`config.mk`:
```
export PLATFORM = sky130hd
export DESIGN_NAME = pc_call_stack
export DESIGN_NICKNAME = d
export VERILOG_FILES = /design/src/rtl/pc_call_stack.sv
export SDC_FILE = /design/constraint.sdc
export NUM_CORES = 1
export LEC_CHECK = 0
export BUFFER_PORTS_ARGS = -buffer_cell sky130_fd_sc_hd__buf_2
export CAP_MARGIN = 10
export CORE_MARGIN = 1.5
export CORE_UTILIZATION = 53
export DETAILED_ROUTE_END_ITERATION = 7
export PLACE_DENSITY = 0.75
export SYNTH_ARGS = -nofsm -noshare
export SYNTH_HDL_FRONTEND = slang
export SYNTH_SLANG_ARGS = --single-unit
```
`constraint.sdc`:
```
create_clock -name clk -period 2.6 [get_ports clk]
set_input_delay 0.39 -clock clk [delete_from_list [all_inputs] [get_ports clk]]
set_output_delay 0.39 -clock clk [all_outputs]
set_load 0.005 [all_outputs]
```
`src/rtl/pc_call_stack.sv`:
```
// Program counter with a LIFO return-address stack, driven by decoder flow-control strobes.
// Optional build macro CALL_STACK_WRAP_EN makes the stack circular (no overflow fault).
//
// state   | meaning
// --------+-------------------------------------------------------------
// S_RUN   | normal stepping: sequential, jump, call, return when en=1
// S_FAULT | pc, stack and fault_code frozen, fault=1; left only via rst
module pc_call_stack #(
    parameter int PC_WIDTH        = 5,
    parameter int INSTR_ADDR_SIZE = 5,
    parameter int STACK_DEPTH     = 8
) (
    input  logic                               clk,
    input  logic                               rst,
    input  logic                               en,
    input  logic                               jmp,
    input  logic                               cal,
    input  logic                               ret,
    input  logic                               push,
    input  logic                               pop,
    input  logic [INSTR_ADDR_SIZE-1:0]         jmp_addr,
    output logic [PC_WIDTH-1:0]                pc,
    output logic [$clog2(STACK_DEPTH+1)-1:0]   stack_level,
    output logic                               fault,
    output logic [1:0]                         fault_code
);

    localparam int PTR_W = $clog2(STACK_DEPTH);
    localparam int LVL_W = $clog2(STACK_DEPTH + 1);
    localparam logic [LVL_W-1:0] LVL_FULL = LVL_W'(STACK_DEPTH);

    localparam logic [4:0] T_SEQ  = 5'b00000;
    localparam logic [4:0] T_JMP  = 5'b00100;
    localparam logic [4:0] T_CALL = 5'b10110;
    localparam logic [4:0] T_RET  = 5'b01001;

    localparam logic [1:0] FC_OVERFLOW  = 2'b01;
    localparam logic [1:0] FC_UNDERFLOW = 2'b10;
    localparam logic [1:0] FC_ILLEGAL   = 2'b11;

    typedef enum logic {S_RUN, S_FAULT} state_t;

    state_t                  state_q, state_d;
    logic [PC_WIDTH-1:0]     stack_mem [STACK_DEPTH];
    logic [PTR_W-1:0]        top_ptr, top_ptr_d, pop_ptr;
    logic [PC_WIDTH-1:0]     pc_d, pc_inc, jmp_target;
    logic [LVL_W-1:0]        level_d;
    logic [1:0]              code_d;
    logic                    push_we;
    logic [4:0]              ctrl;

    // jmp_addr is zero-extended or truncated to the pc width
    generate
        if (INSTR_ADDR_SIZE >= PC_WIDTH) begin : g_trunc
            assign jmp_target = jmp_addr[PC_WIDTH-1:0];
        end else begin : g_zext
            assign jmp_target = {{(PC_WIDTH-INSTR_ADDR_SIZE){1'b0}}, jmp_addr};
        end
    endgenerate

    assign ctrl    = {push, pop, jmp, cal, ret};
    assign pc_inc  = pc + 1'b1;
    assign pop_ptr = top_ptr - 1'b1;
    assign fault   = (state_q == S_FAULT);

    always_comb begin
        state_d   = state_q;
        pc_d      = pc;
        level_d   = stack_level;
        top_ptr_d = top_ptr;
        code_d    = fault_code;
        push_we   = 1'b0;
        if (state_q == S_RUN && en) begin
            case (ctrl)
                T_SEQ: pc_d = pc_inc;
                T_JMP: pc_d = jmp_target;
                T_CALL: begin
`ifdef CALL_STACK_WRAP_EN
                    // Full stack overwrites the oldest entry; level saturates
                    push_we   = 1'b1;
                    top_ptr_d = top_ptr + 1'b1;
                    pc_d      = jmp_target;
                    if (stack_level != LVL_FULL) level_d = stack_level + 1'b1;
`else
                    if (stack_level == LVL_FULL) begin
                        state_d = S_FAULT;
                        code_d  = FC_OVERFLOW;
                    end else begin
                        push_we   = 1'b1;
                        top_ptr_d = top_ptr + 1'b1;
                        level_d   = stack_level + 1'b1;
                        pc_d      = jmp_target;
                    end
`endif
                end
                T_RET: begin
                    if (stack_level == '0) begin
                        state_d = S_FAULT;
                        code_d  = FC_UNDERFLOW;
                    end else begin
                        pc_d      = stack_mem[pop_ptr];
                        top_ptr_d = pop_ptr;
                        level_d   = stack_level - 1'b1;
                    end
                end
                default: begin
                    state_d = S_FAULT;
                    code_d  = FC_ILLEGAL;
                end
            endcase
        end
    end

    always_ff @(posedge clk or posedge rst) begin
        if (rst) begin
            state_q     <= S_RUN;
            pc          <= '0;
            stack_level <= '0;
            top_ptr     <= '0;
            fault_code  <= 2'b00;
        end else begin
            state_q     <= state_d;
            pc          <= pc_d;
            stack_level <= level_d;
            top_ptr     <= top_ptr_d;
            fault_code  <= code_d;
        end
    end

    always_ff @(posedge clk or posedge rst) begin
        if (rst) begin
            for (int i = 0; i < STACK_DEPTH; i++) stack_mem[i] <= '0;
        end else if (push_we) begin
            stack_mem[top_ptr] <= pc_inc;
        end
    end

endmodule

```
==> flow_summary_export.csv <==
group,metric,value,unit
sta,hold_viol,0,
power,ir_worst_vdd,358,µV
clock_network,cts_resized,0,
worst_setup_path,required,2.80,ns
placement,dp_hpwl,4620,µm
worst_setup_path,crit_path_start_kind,"flip-flop",
floorplan,die_w,77.2,µm
synthesis,synth.avg_cell_area,11.6,µm²
sta,worst_slew_pin_slew,0.701,ns
clock_network,clkTransAtPathRegs,0.10,ns
sta,slew_headroom,52.6,%
placement,placed_area,3190,µm²
global_routing,antenna_found_initial,0,
sta,period_share,89.8,%
outcome,status,"complete, no violations",
clock_network,insertion_delay,0.31,ns
clock_network,cts_made_buffers,5,
clock_network,cts.sinks,55,
final_layout,diodes,0,
final_layout,final_common_cell,"dfrtp_1",
global_routing,grt_pass1_wl,10200,µm
power,cellLeakagePower,1.56,nW
routing,wl,6090,µm
run,timing.max_cap.violations,0,
floorplan,ioPinCount,25,
synthesis,yosys_register_bits,55,
sta,post-route-min-period,2.33,ns
global_routing,grt_use_total,22.0,%
synthesis,syn_area,2920,µm²
sta,clock-skew-final,0.00820,ns
synthesis,async_flop_share,100,%
routing,vias_per_cell,5.72,
sta,rsz0062_at_grt,"false",
placement,dp.cells,351,
final_layout,finalNonFillerCells,359,
worst_setup_path,arrival,2.54,ns
worst_setup_path,worstSetupPathType,"flip-flop to flip-flop",
floorplan,dieArea,5950,µm²
clock_network,ctsLongestPathBuffers,2,
placement,port_buffers,24,
placement,gp_congestion,0.887,
sta,max_clock_freq,428,MHz
clock_network,root_buffer,"clkbuf_8",
power,total_power,2.06,mW
clock_network,cts_tree,"built",
final_layout,layout_common_cells,"55 x dfrtp_1, 35 x mux2_2, 24 x buf_2",
hold_path,timing.hold.worst.class,"input port to asynchronous set/reset pin",
sta,setup_viol,0,
synthesis,synth_warnings,0,
clock_network,ctsHoldBuffers,0,
routing,ant_nets,0,
routing,first_iter_violations,111,
final_layout,nNetsFinal,306,
final_layout,stdcell_area,3280,µm²
final_layout,drive_above_1_share,31.1,%
routing,route.vias.total,2052,
floorplan,start_util,56.0,%
routing,firstDrtPassIters,4,
floorplan,die_h,77.2,µm
global_routing,grt_pass1_vias,2052,
synthesis,synthCells,252,
global_routing,grt.overflow.total,0,
worst_setup_path,end_kind,"flip-flop",
floorplan,coreArea,5200,µm²
global_routing,grt_start_max_net_pins,23,
final_layout,syn_to_final_growth,12.5,%
synthesis,synth-edff-count,0,
sta,fin_tns_setup,0,ns
clock_network,post_cts_buffers,0,
floorplan,num_rows,26,
synthesis,synthDistinctLibCells,47,
synthesis,ys.flop_type,"dfrtp_1",
routing,drc_errors,0,
clock_network,htree_levels,2,
synthesis,synth_nets,270,
routing,wl_per_cell,17.0,µm
power,powerDensity,629,nW/µm²
worst_setup_path,path_max_fanout,4,
synthesis,seq_area_frac_synth,47.2,%
sta,final_max_slew_viol_count,0,
## cells by family (layout without fill, tap and decap cells)
logic type,Yosys count,in the layout,share of synthesized area (%)
flops,55,55,47.2
compound gates,45,45,10.2
mux,57,57,21.2
simple gates,61,61,13.4
xor+xnor,12,12,3.61
buf+inv,17,54,2.23
fa+ha+maj,5,5,2.15
## synth_stat cells (all sizes together), types with 3 or more instances
cell    count  area share (%)
dfrtp      55              47
buf         3            0.43
mux2       37              14
nor2        3            0.39
a31oi       3            0.64
a211oi      3            0.77
a21oi       5            0.86
xnor2      10             3.0
nor3        5             2.4
nand3       9             1.5
clkbuf      4            0.51
nand2b      4            0.94
ha          5             2.1
nor2b       4            0.86
nand4       5             1.1
nand2      20             2.7
inv         8             1.0
mux2i      20             6.9
o21ai      17             2.9
## metal layers
layer | track usage (%) | vias up | wire length, µm
met5 | 0 | - | 0
li1 | - | 996 | -
met4 | 6.91 | 0 | 101
met2 | 34.6 | 43 | 2870
met1 | 30.8 | 1002 | 2880
met3 | 4.40 | 11 | 235
## final cells by class
type	instances	area (µm²)
Clock buffer	7	86.3
Sequential cell	55	1380
Timing Repair Buffer	36	210
Clock inverter	1	8.76
Fill cell	461	1920
Tap cell	70	87.6
Multi-Input combinational cell	180	1470
Inverter	10	37.5
## worst max-delay path, cell delays in order, from the launching register on
cell and delay, ns:
dfrtp_1 0.37, clkinv_1 0.09, ha_1 0.39, mux2_2 0.37
o311ai_0 0.44, a221o_1 0.19, o221ai_1 0.10, mux2_2 0.27
## worst paths after layout
check / from / endpoint / slack (ns) / cells past startpoint
setup / recovery: top_ptr[0]$_DFFE_PP0P_ / pc[3]$_DFFE_PP0P_ / 0.27 / 7
hold / removal: rst / stack_mem[25]$_DFFE_PP0P_ / 0.06 / 2
setup reg to reg: top_ptr[0]$_DFFE_PP0P_ / pc[3]$_DFFE_PP0P_ / 0.27 / 7
hold reg to reg: stack_mem[4]$_DFFE_PP0P_ / stack_mem[4]$_DFFE_PP0P_ / 0.48 / 2
max in group asynchronous: rst / stack_mem[31]$_DFFE_PP0P_ / 1.94 / 3
min in group clk: jmp_addr[3] / pc[3]$_DFFE_PP0P_ / 0.44 / 4
## power breakdown
part	leakage [nW]	internal, mW	switching (mW)	total [mW]
Sequential	0.725	0.898	0.0733	0.971
Combinational	0.789	0.248	0.354	0.602
Clock	0.0484	0.219	0.271	0.490
Total	1.56	1.36	0.699	2.06
## through the flow
step | util, % | worst slack (ns) | hold slack [ns]
floorplan | - | 0.152 | 0.444
global placement | 61.2 | 0.231 | 0.398
detailed placement | 61.2 | 0.158 | 0.406
CTS | 63.0 | 0.277 | 0.0678
global route | 63.0 | 0.159 | 0.0921
finish | 63.0 | 0.266 | 0.0599
## state kept, by name (all words and copies together) (netlist names)
signal and count:
stack_mem 40, pc 5, stack_level 4, top_ptr 3, fault_code 2, fault 1
No activity file was read; power rests on OpenSTA's default activity.
